File: src/rtl/coin_acceptor.sv
// Coin-slot front end: synchronises and debounces the sensor, times each coin pulse and drives
// a one-cycle coin code (or reject) onto the shared coin bus; a stuck-high sensor raises jam.
module coin_acceptor #(
    parameter int unsigned DEBOUNCE_CYCLES = 3,
    parameter int unsigned T25_MIN         = 4,
    parameter int unsigned T25_MAX         = 7,
    parameter int unsigned T50_MIN         = 10,
    parameter int unsigned T50_MAX         = 15,
    parameter int unsigned T100_MIN        = 20,
    parameter int unsigned T100_MAX        = 31,
    parameter int unsigned GAP_CYCLES      = 8,
    parameter int unsigned JAM_CYCLES      = 64
) (
    input  logic       clock,
    input  logic       reset,
    input  logic       sensor_in,
    input  logic       enable,
    output logic [1:0] coin,
    output logic       coin_strobe,
    output logic       reject,
    output logic       jam,
    output logic       busy
);

    localparam logic [1:0] Coin25  = 2'b00;
    localparam logic [1:0] Coin50  = 2'b01;
    localparam logic [1:0] Coin100 = 2'b10;
    localparam logic [1:0] NoCoin  = 2'b11;

    localparam logic [7:0] DebLast  = 8'(DEBOUNCE_CYCLES - 1);
    localparam logic [7:0] GapLast  = 8'(GAP_CYCLES - 1);
    localparam logic [7:0] JamWidth = 8'(JAM_CYCLES);
    localparam logic [7:0] W25Min   = 8'(T25_MIN);
    localparam logic [7:0] W25Max   = 8'(T25_MAX);
    localparam logic [7:0] W50Min   = 8'(T50_MIN);
    localparam logic [7:0] W50Max   = 8'(T50_MAX);
    localparam logic [7:0] W100Min  = 8'(T100_MIN);
    localparam logic [7:0] W100Max  = 8'(T100_MAX);

    typedef enum logic [2:0] {
        StIdle,
        StMeasure,
        StClassify,
        StGap,
        StJam
    } state_e;

    logic       sync1_q, sync2_q;
    logic       db_q, db_d;
    logic [7:0] db_cnt_q, db_cnt_d;
    state_e     state_q, state_d;
    logic [7:0] width_q, width_d;
    logic [7:0] gap_cnt_q, gap_cnt_d;
    logic       taint_q, taint_d;
    logic [7:0] width_inc;
    logic       in_25, in_50, in_100;

    always_ff @(posedge clock) begin
        if (reset) begin
            sync1_q   <= 1'b0;
            sync2_q   <= 1'b0;
            db_q      <= 1'b0;
            db_cnt_q  <= '0;
            state_q   <= StIdle;
            width_q   <= '0;
            gap_cnt_q <= '0;
            taint_q   <= 1'b0;
        end else begin
            sync1_q   <= sensor_in;
            sync2_q   <= sync1_q;
            db_q      <= db_d;
            db_cnt_q  <= db_cnt_d;
            state_q   <= state_d;
            width_q   <= width_d;
            gap_cnt_q <= gap_cnt_d;
            taint_q   <= taint_d;
        end
    end

    // Debounced level follows the synced sensor only after it has differed for DEBOUNCE_CYCLES.
    always_comb begin
        db_d     = db_q;
        db_cnt_d = '0;
        if (sync2_q != db_q) begin
            if (db_cnt_q == DebLast) begin
                db_d = sync2_q;
            end else begin
                db_cnt_d = db_cnt_q + 8'd1;
            end
        end
    end

    assign width_inc = (width_q == 8'hff) ? width_q : width_q + 8'd1;
    assign in_25     = (width_q >= W25Min) && (width_q <= W25Max);
    assign in_50     = (width_q >= W50Min) && (width_q <= W50Max);
    assign in_100    = (width_q >= W100Min) && (width_q <= W100Max);

    always_comb begin
        state_d     = state_q;
        width_d     = width_q;
        gap_cnt_d   = gap_cnt_q;
        taint_d     = taint_q;
        coin        = NoCoin;
        coin_strobe = 1'b0;
        reject      = 1'b0;
        jam         = 1'b0;
        busy        = (state_q != StIdle);
        unique case (state_q)
            StIdle: begin
                if (db_q) begin
                    state_d = StMeasure;
                    width_d = 8'd1;
                    taint_d = ~enable;
                end
            end
            StMeasure: begin
                if (db_q) begin
                    width_d = width_inc;
                    if (width_inc >= JamWidth) begin
                        state_d = StJam;
                    end
                end else begin
                    state_d = StClassify;
                end
            end
            StClassify: begin
                if (taint_q) begin
                    reject = 1'b1;
                end else if (in_25) begin
                    coin        = Coin25;
                    coin_strobe = 1'b1;
                end else if (in_50) begin
                    coin        = Coin50;
                    coin_strobe = 1'b1;
                end else if (in_100) begin
                    coin        = Coin100;
                    coin_strobe = 1'b1;
                end else begin
                    reject = 1'b1;
                end
                state_d   = StGap;
                gap_cnt_d = '0;
            end
            StGap: begin
                // A coin arriving during lockout is still timed, but always refused.
                if (db_q) begin
                    state_d = StMeasure;
                    width_d = 8'd1;
                    taint_d = 1'b1;
                end else if (gap_cnt_q == GapLast) begin
                    state_d = StIdle;
                end else begin
                    gap_cnt_d = gap_cnt_q + 8'd1;
                end
            end
            StJam: begin
                jam = 1'b1;
                if (!db_q) begin
                    state_d   = StGap;
                    gap_cnt_d = '0;
                end
            end
            default: begin
                state_d = StIdle;
            end
        endcase
    end

endmodule

File: config.mk
export PLATFORM = sky130hd
export DESIGN_NAME = coin_acceptor
export DESIGN_NICKNAME = d
export VERILOG_FILES = /design/src/rtl/coin_acceptor.sv
export SDC_FILE = /design/constraint.sdc
export NUM_CORES = 1
export LEC_CHECK = 0
export ABC_AREA = 0
export BUFFER_PORTS_ARGS = -buffer_cell sky130_fd_sc_hd__buf_4
export CAP_MARGIN = 0
export CORE_MARGIN = 4
export CORE_UTILIZATION = 41
export DETAILED_ROUTE_END_ITERATION = 6
export GPL_TIMING_DRIVEN = 0
export HOLD_SLACK_MARGIN = 0.05
export PLACE_DENSITY = 0.62
export SKIP_LAST_GASP = 1
export SLEW_MARGIN = 20
export SYNTH_ARGS = -nofsm -noshare
export SYNTH_HDL_FRONTEND = slang
export SYNTH_SLANG_ARGS = --single-unit
File: constraint.sdc
create_clock -name clock -period 3.8 [get_ports clock]
set_clock_uncertainty 0.05 [all_clocks]
set_input_delay 0.38 -clock clock [delete_from_list [all_inputs] [get_ports clock]]
set_output_delay 0.38 -clock clock [all_outputs]
set_load 0.05 [all_outputs]
## After elaboration in Yosys (flattened, before gate mapping)

Cells that the tools add are included.

| cells by class | value |
|---|---|
| div/mod/pow operators | 0 |
| reduce and logical (&&, ||, !) cells | 15 |
| equal/unequal tests | 17 |
| add/sub/neg operators | 3 |
| bitwise gates (word level) | 2 |
| magnitude comparators | 7 |
| shifts and indexed selects | 0 |
| mux-type cells | 34 |
| $mul | 0 |

Operator list:

| operator | count |
|---|---|
| $mux W8 | 6 |
| $add A8 B1 Y8 const B | 3 |
| $pmux W8 S3 | 1 |
| $mux W3 | 6 |
| $pmux W8 S2 | 1 |
| $pmux W3 S5 | 1 |
| $mux W1 | 14 |
| $ne A2 B2 Y1 const B | 6 |
| $eq A8 B2 Y1 const B | 1 |
| $eq A8 B3 Y1 const B | 1 |
| $eq A8 B8 Y1 const B | 1 |
| $ge A8 B3 Y1 const B | 1 |
| $ge A8 B4 Y1 const B | 1 |
| $ge A8 B5 Y1 const B | 1 |
| $ge A8 B7 Y1 const B | 1 |
| $le A8 B3 Y1 const B | 1 |
| $le A8 B4 Y1 const B | 1 |
| $le A8 B5 Y1 const B | 1 |
| $mux W2 | 4 |
| $reduce_and A4 Y1 | 2 |
| $eq A3 B2 Y1 const B | 2 |
| $ne A3 B3 Y1 const B | 2 |
| $reduce_and A3 Y1 | 2 |
| $reduce_bool A3 Y1 | 2 |
| other kinds (12) | 16 |

| word-level totals | value |
|---|---|
| memory bits (writable) | 0 |
| ROM bits | 0 |
| memories | 0 |
| latch bits | 0 |
| output and inout port bits | 6 |
| register bits | 31 |
| input port bits | 4 |

## Longest topological paths before layout

Gate-level depths: netlist (run 1).

| depth | value |
|---|---|
| depth in word-level cells | 7 |
| gate-level depth with buffers | 7 |

## Worst setup path before layout (run 1)

No wires, ideal clock.

| timing path | value |
|---|---|
| path type | reg2out |
| from | register state_q[2] |
| to | output port reject |
| data arrival time | 1.556 ns |
| cell stages (with the launch flop) | 4 |
| slack | 1.814 ns |
| cells stage by stage | dfxtp_1 buf_6 or3b_4 a21oi_1 |

| on the way | value |
|---|---|
| cells in the longest elaborated chain, start to end | 2 |

Ends and longest elaborated chain:

| element | line | text |
|---|---|---|
| start: declaration | 51 | `state_e state_q, state_d;` |
| start signal: assignment | 64 | `state_q <= StIdle;` |
| start signal: assignment | 73 | `state_q <= state_d;` |
| $eq A3 B2 Y1 | 108 | `unique case (state_q)` |
| $mux W1 | 108 |  |
| end: declaration | 20 | `output logic reject,` |

Every way passes these cells.

## Final worst setup path (run 1)

| timing path | value |
|---|---|
| from | register width_q[1] |
| to | register state_q[1] |

| on the way | value |
|---|---|
| cells in the longest elaborated chain, start to end | 5 |

Ends and longest elaborated chain:

| element | line | text |
|---|---|---|
| start: declaration | 52 | `logic [7:0] width_q, width_d;` |
| start signal: assignment | 74 | `width_q <= width_d;` |
| $add A8 B1 Y8 or $eq A8 B8 Y1 (tied branches) | 93 | `assign width_inc = (width_q == 8'hff) ? width_q : width_q + 8'd1;` |
| $mux W8 (*) | 93 |  |
| $ge A8 B7 Y1 (*) | 119 | `if (width_inc >= JamWidth) begin` |
| $ne A3 B3 Y1 (no line) (*) | - |  |
| $reduce_and A4 Y1 (no line) (*) | - |  |

Every way passes the cells marked *; elsewhere a longest branch is shown, timed or not.
A chain may end at the register's enable or synchronous reset.

==> results.md, run 1 <==
- Status: finished clean
- Fmax achieved: 466 MHz
- CTS tree: yes
- Number of hold-repair buffers added at the cts stage: 0
- Ratio of final minimum period to clock period: 56.5%
- Layout area overhead: 12.8%
- Basic-gate share of the synthesized area counting and, or, nand and nor cells: 28.9%
- Mux share of post-synthesis cell area: 2.57%
- Worst reg-to-reg setup slack: 1.65 ns
- Dominant combinational cell family by area after synthesis: simple AND/OR/NAND/NOR gates
- Worst IR drop on VDD: 0.320 mV
- 1st-pass router iterations: 4
- Non-Filler Instances: 263
- Dominant register cell in the synthesized netlist: dfxtp_1
- Share of flip-flops with an asynchronous set or reset after synthesis: 0%
- Max capacitance violation total: 0
- IO Pins: 10
- First-pass GRT wire length: 5420 um
- Wire length after detailed routing: 3110 um
- Area fraction in compound gates after synthesis: about 14%
- Capturing element type of the critical path: register
- Worst-case hold slack: 0.258 ns
- Initial core utilization: 43.9%
- Setup fix buffers added after clock tree synthesis: 0
- Shortest clock period the worst path allows after layout: between 2 and 2.5 ns
- Number of flops mapped to enable cells by yosys: 0
- Overall Global Routing Usage: 13.3%
- Number of different library cells in the post-synthesis netlist: 44
- Final setup violation count: 0
- Overall power of the completed layout: a little under 0.001 W
- Average wire per cell in the routed design: 11.8 um
- Setup CP Type: register to register
- Number of cells upsized or downsized after cts: 0
- Insertion delay of the later-clocked pin in the worst-skew pair: 0.28 ns
- Worst endpoint required time: 3.93 ns
- Average instance area after synthesis: approximately 8.4 um2
- Number of buffers inserted by port buffering: 9
- Post-synthesis share of cell area spent on xor and xnor gates: 8.99%
- Core Footprint: about 3800 um2
- Number of clock buffers inserted by TritonCTS: 5
- HPWL Detailed: 2300 um
- Row count: 22
- Final TNS setup: 0 ns
- Post-CTS clock slew at the launch and capture registers of the worst setup and hold paths: 0.07 ns
- Number of violations reported at the end of detailed-routing iteration 0: 92
- Clock tree sinks: 31
- Antenna Cells: 0
- Seq/Total Area, Yosys: 37.5%
- Worst setup SP type: register
- Tightest Pin Transition: 0.769 ns
- Worst slew margin: 48.0%
- Via total after detailed routing: about 1.3k
- Die width: a little over 70 um
- Worst hold path type: primary input to register
- Post-DR vias/cell: 5.11
- Max-slew violations: 0
- Maximum net fanout on the critical path: 6
- Setup repair after global routing missed its margin: false
- Synthesized Nets: 207
- LEAKAGE: 0.688 nW
- Syn. warnings: 0
- Yosys reg bits: 31
- Number of cells in the design after placement: 255
- Antenna-violating nets left: 0
- Data arrival at the endpoint of the critical path: 2.27 ns
- Fraction of the mapped netlist area in adder cells: under 10%
- Largest net degree at the start of global routing: 11
- Synthesized netlist cell count: 198
- Post-route DRC violation count: 0
- Area of the mapped netlist: 1660 um2
- Clock Root Buffer: clkbuf_8
- Power per cell area: 528 nW/um2
- Final Net Count: 223
- Maximum root-to-sink buffer count: 2
- GP Congestion: 0.748
- Via count of the first global-routing pass: 1223
- Number of antenna violations at the first check in global routing: 0
- Die Outline Area: 5120 um2
- Number of filler cells placed in the layout: 366
- Maximum level of the CTS H-tree: 2
- Fraction of layout cells with a size suffix above 1: 12.6%
- Total grt overflow: 0
- Die Height: 71.5 um
- Hold Vio Cnt, Final: 0
## stage by stage
step / util (%) / worst slack [ns] / instance area [um2]
CTS: 49.5 / 1.65 / 1870
detailed placement: 47.3 / 1.64 / 1780
floorplan: - / 1.81 / 1660
global route: 49.5 / 1.45 / 1870
global placement: 47.3 / 1.65 / 1780
finish: 49.5 / 1.65 / 1870
## cells in the final DEF, fill, tap and decap left out, drive strengths merged, types with 3 or more instances in the layout
cell | netlist | final
clkbuf | 2 | 8
nand2b | 5 | 5
nor2 | 30 | 30
dfxtp | 31 | 31
buf | 5 | 14
nor2b | 5 | 5
a211oi | 3 | 3
and3 | 5 | 5
o21a | 3 | 3
a21oi | 11 | 11
ha | 5 | 5
or3 | 4 | 4
xnor2 | 8 | 8
nand4 | 3 | 3
and2 | 5 | 5
nand2 | 14 | 14
inv | 8 | 8
nor3 | 4 | 4
nand3 | 11 | 11
xor2 | 9 | 9
## cell families after synthesis
kind of cell / Yosys count
muxes: 4
DFF: 31
adders and majority gates: 5
AOI/OAI and AO/OA: 31
buffers and inverters: 15
xor gates and xnor gates: 17
and+or+nand+nor: 95
## per-layer routing
| metal | track usage, % | share of wire, % |
|---|---|---|
| met1 | 19.1 | 54 |
| met2 | 18.2 | 41 |
| met3 | 3.37 | 2.9 |
| met4 | 6.26 | 1.9 |
| met5 | 0 | 0 |
## cells in the mapped netlist, types with 2 or more instances
| cell type | n | area, um2 |
|---|---|---|
| nor3_1 | 4 | 20.0 |
| inv_1 | 8 | 30.0 |
| ha_1 | 5 | 62.6 |
| or4_1 | 2 | 15.0 |
| nand3_1 | 11 | 55.1 |
| nor2b_1 | 5 | 31.3 |
| mux2i_1 | 2 | 20.0 |
| and2_1 | 5 | 31.3 |
| nor2_1 | 30 | 113 |
| a21oi_1 | 11 | 55.1 |
| nand2b_1 | 5 | 31.3 |
| mux2_2 | 2 | 22.5 |
| dfxtp_1 | 31 | 621 |
| o21a_1 | 3 | 22.5 |
| xnor2_1 | 8 | 70.1 |
| a211oi_1 | 3 | 22.5 |
| nand2_1 | 14 | 52.6 |
| nand4_1 | 3 | 18.8 |
| xor2_1 | 9 | 78.8 |
| nor4_1 | 2 | 12.5 |
| o21ai_0 | 2 | 10.0 |
| or3_1 | 4 | 25.0 |
| buf_2 | 2 | 10.0 |
| clkbuf_1 | 2 | 7.51 |
| and3_1 | 5 | 31.3 |
| buf_6 | 2 | 22.5 |
## critical path, cell delays in order (launching register included)
cell and delay [ns]:
dfxtp_1 0.36, ha_1 0.21, and3_1 0.22, nor4_1 0.23, o21ba_2 0.21, o31ai_2 0.39
mux2_2 0.38
## final timing paths
kind	startpoint	end	cells past startpoint
setup / recovery	width_q[1]	state_q[1]	6
hold / removal	sensor_in	sync1_q	2
setup reg to reg	width_q[1]	state_q[1]	6
hold reg to reg	sync1_q	sync2_q	1
## state kept, by name, summed over array words and instances, names as in the netlist
signal / count
sync2_q: 1
state_q: 3
width_q: 8
gap_cnt_q: 8
db_q: 1
sync1_q: 1
taint_q: 1
db_cnt_q: 8
## cell type report
| class | instances | area, um2 | area share [%] |
|---|---|---|---|
| plain buffers | 7 | 43.8 | 2.34 |
| well taps | 48 | 60.1 | 3.22 |
| clock inverters | 2 | 12.5 | 0.670 |
| multi-input cells | 152 | 961 | 51.4 |
| clock buffers | 6 | 72.6 | 3.88 |
| repair buffers | 9 | 67.6 | 3.62 |
| flip-flops and latches | 31 | 621 | 33.2 |
| inverters | 8 | 30.0 | 1.61 |
## power by group
| group | leakage [nW] | switching [W] | internal [W] |
|---|---|---|---|
| Sequential | 0.251 | 0.0000122 | 0.000344 |
| Combinational | 0.396 | 0.000218 | 0.000159 |
| Clock | 0.0412 | 0.000126 | 0.000128 |
| Total | 0.688 | 0.000356 | 0.000631 |
(Power assumes the default switching activity.)
==> run 2, diff against run 1 <==
Clock period 3.8 ns to 2.25 ns, I/O delays scaled along.
==> run 2 against run 1 <==
- combinational power grew 73%
- sequential power grew 69%
- largest power group unchanged
- cell count is the same
- fmax grew 3.3%
- count of clock-buffer cells in the layout is the same
- setup slack lost 1.5 ns
- wire length grew 0.55%
- critical endpoint unchanged
- sequential cell count is the same
- hold slack lost 0.16 ns
- via count grew 0.74%
- clock power grew 70%
==> results.md, run 2 (synthesis results as in run 1) <==
- Worst setup SP type: register
- Maximum root-to-sink buffer count: 2 (unchanged)
- Insertion delay of the later-clocked pin in the worst-skew pair: 0.28 ns (about the same)
- Number of violations reported at the end of detailed-routing iteration 0: 79 (-14%)
- First-pass GRT wire length: 5420 um (unchanged)
- Largest regs: db_cnt_q x8, gap_cnt_q x8, width_q x8
- IO Pins: 10 (unchanged)
- Total grt overflow: 0 (unchanged)
- Die Outline Area: 5120 um2 (unchanged)
- Shortest clock period the worst path allows after layout: 2.08 ns (-0.0690 ns)
- CTS tree: yes
- Fmax achieved: 481 MHz (+3.3%)
- Setup CP Type: register to register
- CP startpoint: width_q[1]
- Wire length after detailed routing: 3120 um (+0.55%)
- Worst R2R Path Depth: 6 (unchanged)
- Setup fix buffers added after clock tree synthesis: 0 (unchanged)
- HPWL Detailed: 2300 um (unchanged)
- Initial core utilization: 43.9% (unchanged)
- Layout area overhead: 13.8%
- Final TNS setup: 0 ns (unchanged)
- Max capacitance violation total: 0 (unchanged)
- Post-DR vias/cell: 5.15 (+0.74%)
- Worst-path cell with the longest stage delay: mux2_2
- Sequential share of power: 35.7% (-0.4 points)
- Worst reg-to-reg setup slack: 0.17 ns (-1.48 ns)
- Via total after detailed routing: 1355 (+0.74%)
- Post-route DRC violation count: 0 (unchanged)
- Crit path max-delay family: compound AO/OA/AOI/OAI gates
- Worst hold path type: primary input to register
- Number of antenna violations at the first check in global routing: 0 (unchanged)
- Number of buffers inserted by port buffering: 9 (unchanged)
- Antenna Cells: 0 (unchanged)
- Die Height: 71.5 um (unchanged)
- Antenna-violating nets left: 0 (unchanged)
- Hold Vio Cnt, Final: 0 (unchanged)
- Worst IR drop on VDD: 0.542 mV (+70%)
- Overall Global Routing Usage: 13.3% (unchanged)
- Via count of the first global-routing pass: 1223 (unchanged)
- Proportion of power drawn by the clock network: 25.4% (-0.3 points)
- Number of hold-repair buffers added at the cts stage: 0 (unchanged)
- 1st-pass router iterations: 4 (unchanged)
- Setup repair after global routing missed its margin: false
- NetSw: 0.000607 W (+71%)
- Clock Root Buffer: clkbuf_8
- Average wire per cell in the routed design: 11.9 um (+0.55%)
- Worst-case hold slack: 0.103 ns (-0.155 ns)
- Total stage count of the critical path: 6 (unchanged)
- Cell breakdown of the critical path: ha_1, and3_1, nor4_1, o21ba_2, o31ai_4, mux2_2
- LEAKAGE: 0.690 nW (+0.26%)
- Sw Share: 36.1% (about the same)
- Fraction of layout cells with a size suffix above 1: 13.0% (+0.47 points)
- Power per cell area: 894 nW/um2 (+69%)
- Row count: 22 (unchanged)
- Critical Path Max Stage Delay: 0.37 ns (-0.02 ns)
- Die width: 71.5 um (unchanged)
- Capturing element type of the critical path: register
- Tightest Pin Transition: 0.516 ns (-0.253 ns)
- Count of cells along the worst hold path: 2 (unchanged)
- Number of clock buffers inserted by TritonCTS: 5 (unchanged)
- Launching point of the worst reg2reg path: width_q[1]
- Final setup violation count: 0 (unchanged)
- Largest net degree at the start of global routing: 11 (unchanged)
- Leading cell types in the layout, fill and taps excluded: 31 x dfxtp_1, 30 x nor2_1, 14 x nand2_1
- Max-slew violations: 0 (unchanged)
- Worst min-delay path startpoint: sensor_in
- Most common cell after layout, fill and taps aside: dfxtp_1
- Worst endpoint required time: 2.38 ns (-1.55 ns)
- Ratio of final minimum period to clock period: 92.3% (+36 points)
- Final Net Count: 223 (unchanged)
- Core Footprint: 3770 um2 (unchanged)
- Internal cell power: 0.00108 W (+71%)
- Maximum level of the CTS H-tree: 2 (unchanged)
- Comb pwr share: 38.8% (+0.6 points)
- Count of buffering cells on the critical path with inverters included: 0 (unchanged)
- Post-CTS clock slew at the launch and capture registers of the worst setup and hold paths: 0.07 ns (about the same)
- Clock tree sinks: 31 (unchanged)
- Maximum net fanout on the critical path: 6 (unchanged)
- GP Congestion: 0.748 (unchanged)
- Worst slew margin: 64.7% (+17 points)
- Data arrival at the endpoint of the critical path: 2.20 ns (-0.07 ns)
- Status: finished clean
[run 2: cell types whose count changed in the layout (fill, tap and decap cells not counted)]
cell,previous run,this run
o31ai_4,0,1
o41ai_2,0,1
o31ai_2,1,0
o41ai_1,1,0
[run 2: layer usage]
| metal | vias to the layer above | global-route usage, % | part of all wire (%) |
|---|---|---|---|
| met1 | 616 | 19.1 | 53 |
| met5 | - | 0 | 0 |
| met2 | 13 | 18.2 | 42 |
| met4 | 0 | 6.26 | 1.9 |
| li1 | 719 | - | - |
| met3 | 7 | 3.37 | 3.2 |
[run 2: path summary, 6_finish.rpt]
| kind | endpoint |
|---|---|
| max | state_q[1] |
| min | sync1_q |
| max reg2reg | state_q[1] |
| min reg2reg | sync2_q |
[run 2: worst register-to-register path: stages (launching register included)]
cell and delay (ns):
dfxtp_1 0.36, ha_1 0.21, and3_1 0.22, nor4_1 0.23, o21ba_2 0.23, o31ai_4 0.32
mux2_2 0.37
[run 2: layout make-up]
class / count / area (um2)
Inverter: 8 / 30.0
Timing Repair Buffer: 9 / 67.6
Buffer: 7 / 43.8
Clock inverter: 2 / 12.5
Fill cell: 365 / 1890
Clock buffer: 6 / 72.6
Tap cell: 48 / 60.1
Sequential cell: 31 / 621
Multi-Input combinational cell: 152 / 977
[run 2: power by group through the flow]
stage | logic [W] | registers [W] | clock network (W)
after floorplan | 0.000512 | 0.000609 | 0
after global placement | 0.000637 | 0.000613 | 0
after detailed placement | 0.000639 | 0.000614 | 0
after CTS | 0.000641 | 0.000601 | 0.000441
after global routing | 0.000709 | 0.000604 | 0.000461
final | 0.000654 | 0.000602 | 0.000429
[run 2: per-stage QoR]
step	utilization (%)	setup slack, ns	instances	total power, W	area, um2
floorplan	-	0.290	198	0.00112	1660
global placement	47.3	0.0975	255	0.00125	1780
CTS	49.5	0.0973	263	0.00168	1870
global route	50.0	0.0295	263	0.00177	1880
detailed placement	47.3	0.0898	255	0.00125	1780
finish	50.0	0.173	263	0.00168	1880
[run 2: what timing repair did]
action | 4_1_cts | 5_1_grt
resized for setup | 0 | 2
endpoints found under the setup margin | 0 | 7
endpoints found under the hold margin | 0 | 0
==> run 3, diff against run 2 <==
Settings changed: CORE_MARGIN 4 to not set, PLACE_DENSITY 0.62 to 0.65.
Clock period 2.25 ns to 1.75 ns, I/O delays scaled along.
==> run 3 against run 2 <==
- the run now ends with negative setup slack left
- total power rose by 54%
- non-clock buffer count up 10
- first-iteration DRC count rose by 24%
- via count rose by 4.4%
- critical endpoint unchanged
- critical path depth unchanged
- hold slack worse by 0.042 ns
- count of clock-buffer cells in the layout is the same
- global-route usage grew 4.4 points
- clock power grew 72%
- combinational power up 62%
- fmax up 8.3%
==> results.md, run 3 (synthesis results as in run 1) <==
- Tightest Pin Transition: 0.467 ns (-0.0487 ns)
- Maximum root-to-sink buffer count: 2 (unchanged)
- IO Pins: 10 (unchanged)
- Worst min-delay path startpoint: sensor_in
- Worst reg-to-reg setup slack: -0.17 ns (-0.34 ns)
- HPWL Detailed: 2300 um (-0.22%)
- Status: finished with violations
- Setup CP Type: register to register
- Cell breakdown of the critical path: ha_2, nand2_2, or4_4, a21oi_4, o31ai_4, mux2_4
- Clock Root Buffer: clkbuf_8
- Die width: 65.5 um (-8.4%)
- GP Congestion: 0.754 (+0.78%)
- First-pass GRT wire length: 5770 um (+6.4%)
- Clock tree sinks: 31 (unchanged)
- Via total after detailed routing: 1415 (+4.4%)
- Count of buffering cells on the critical path with inverters included: 0 (unchanged)
- Fraction of layout cells with a size suffix above 1: 32.9% (+20 points)
- Initial core utilization: 43.9% (unchanged)
- Max-slew violations: 0 (unchanged)
- Failing checks: negative setup slack
- Core Footprint: 3770 um2 (unchanged)
- Final setup violation count: 7 (+7)
- Worst hold path type: primary input to register
- Power per cell area: 1180 nW/um2 (+32%)
- Capturing element type of the critical path: register
- Ratio of final minimum period to clock period: 110% (+17 points)
- End of the worst register-to-register path: state_q[1]
- Post-route DRC violation count: 0 (unchanged)
- Max capacitance violation total: 0 (unchanged)
- Number of hold-repair buffers added at the cts stage: 0 (unchanged)
- Post-route worst setup slack: -0.168 ns (-0.340 ns)
- Data arrival at the endpoint of the critical path: 2.04 ns (-0.16 ns)
- Fmax achieved: 521 MHz (+8.3%)
- Layout area overhead: 32.8%
- Area of combinational cells with multiple inputs: 1140 um2 (+16%)
- Number of filler cells placed in the layout: 325 (-11%)
- Most common cell after layout, fill and taps aside: nor2_1
- Area of all sequential standard cells: 647 um2 (+4.2%)
- Final Net Count: 233 (+4.5%)
- Total grt overflow: 0 (unchanged)
- Maximum level of the CTS H-tree: 2 (unchanged)
- Antenna Cells: 0 (unchanged)
- LEAKAGE: 0.784 nW (+14%)
- Worst slew margin: 68.9% (+4.1 points)
- Die Height: 65.5 um (-8.4%)
- Number of violations reported at the end of detailed-routing iteration 0: 98 (+24%)
- Hold Vio Cnt, Final: 0 (unchanged)
- Overall Global Routing Usage: 17.7% (+4.4 points)
- Overall power of the completed layout: 0.00259 W (+54%)
- Number of buffers inserted by port buffering: 9 (unchanged)
- Worst setup SP type: register
- Shortest clock period the worst path allows after layout: 1.92 ns (-0.160 ns)
- Maximum net fanout on the critical path: 5 (-1)
- Worst min-delay path endpoint: sync1_q
- Worst IR drop on VDD: 0.738 mV (+36%)
- Die Outline Area: 4300 um2 (-16%)
- Average wire per cell in the routed design: 13.4 um (+13%)
- Number of antenna violations at the first check in global routing: 0 (unchanged)
- Count of cells along the worst hold path: 2 (unchanged)
- Largest regs: db_cnt_q x8, gap_cnt_q x8, width_q x8
- Critical Path Max Stage Delay: 0.52 ns (+0.15 ns)
- 1st-pass router iterations: 4 (unchanged)
- Worst-path cell with the longest stage delay: or4_4
- Launching point of the worst reg2reg path: gap_cnt_q[1]
- Worst endpoint required time: 1.87 ns (-0.51 ns)
- Setup repair after global routing missed its margin: true
- Largest net degree at the start of global routing: 11 (unchanged)
- Post-CTS clock slew at the launch and capture registers of the worst setup and hold paths: 0.07 ns (about the same)
- Leading cell types in the layout, fill and taps excluded: 29 x nor2_1, 18 x dfxtp_1, 18 x buf_4
- Number of clock buffers inserted by TritonCTS: 5 (unchanged)
- Via count of the first global-routing pass: 1324 (+8.3%)
- Row count: 22 (unchanged)
- Insertion delay of the later-clocked pin in the worst-skew pair: 0.28 ns (about the same)
- Worst-case hold slack: 0.0609 ns (-0.0424 ns)
- Worst R2R Path Depth: 6 (unchanged)
- Wire length after detailed routing: 3670 um (+17%)
- Crit path max-delay family: simple AND/OR/NAND/NOR gates
- Post-DR vias/cell: 5.18 (+0.60%)
- Final design utilization: 58.3% (+8.3 points)
- CTS tree: yes
- Antenna-violating nets left: 0 (unchanged)
[run 3: cell types whose count changed in the layout (fill, tap and decap cells not counted), moves of 4 or more]
cell,before,now
buf_4,9,18
dfxtp_1,31,18
dfxtp_2,0,9
dfxtp_4,0,4
[run 3: repair_timing]
item                                   CTS  global route
endpoints found under the hold margin    0             0
setup buffers                            8             5
setup endpoints to repair               12            17
cloned                                   0             0
gates resized for setup                 25            27
pin swaps                                8            15
[run 3: per-layer routing]
| layer | GRT usage (%) | vias up | part of all wire (%) |
|---|---|---|---|
| met5 | 0 | - | 0 |
| met4 | 8.70 | 0 | 1.2 |
| met3 | 4.17 | 5 | 2.5 |
| met2 | 29.9 | 16 | 49 |
| met1 | 20.7 | 661 | 47 |
| li1 | - | 733 | - |
[run 3: worst register-to-register path, cell delays in order, from the launching register on]
cell and delay, ns:
dfxtp_2 0.34, ha_2 0.19, nand2_2 0.11, or4_4 0.52, a21oi_4 0.18, o31ai_4 0.11, mux2_4 0.31
[run 3: how the worst max path moves through the flow]
stage | slack (ns) | depth (start not counted) | to | start
floorplan | -0.08 | 5 | state_q[1] | gap_cnt_q[6]
global placement | -0.23 | 5 | state_q[1] | state_q[0]
detailed placement | -0.24 | 5 | state_q[1] | state_q[0]
CTS | -0.15 | 5 | state_q[1] | width_q[6]
global route | -0.23 | 6 | state_q[1] | width_q[1]
finish | -0.17 | 6 | state_q[1] | gap_cnt_q[1]
[run 3: cell type report]
type	instances	share of cell area (%)
plain buffers	4	1.08
clock buffers	6	3.76
clock inverters	2	1.59
inverters	8	1.37
multi-input cells	152	51.7
flip-flops and latches	31	29.4
well taps	48	2.73
repair buffers	22	8.37
[run 3: stage by stage]
stage,setup slack [ns],TNS [ns],cells,area (um2)
2_1_floorplan,-0.0843,-0.149,198,1690
3_3_place_gp,-0.230,-1.13,255,1820
3_5_place_dp,-0.243,-1.09,255,1820
4_1_cts,-0.154,-0.659,268,2050
5_1_grt,-0.228,-1.06,273,2200
6_report,-0.168,-0.413,273,2200
[run 3: power by group]
group          leakage, nW  internal [W]  switching [W]
logic                0.464      0.000500       0.000561
clock network       0.0612      0.000461       0.000278
registers            0.258      0.000744      0.0000421
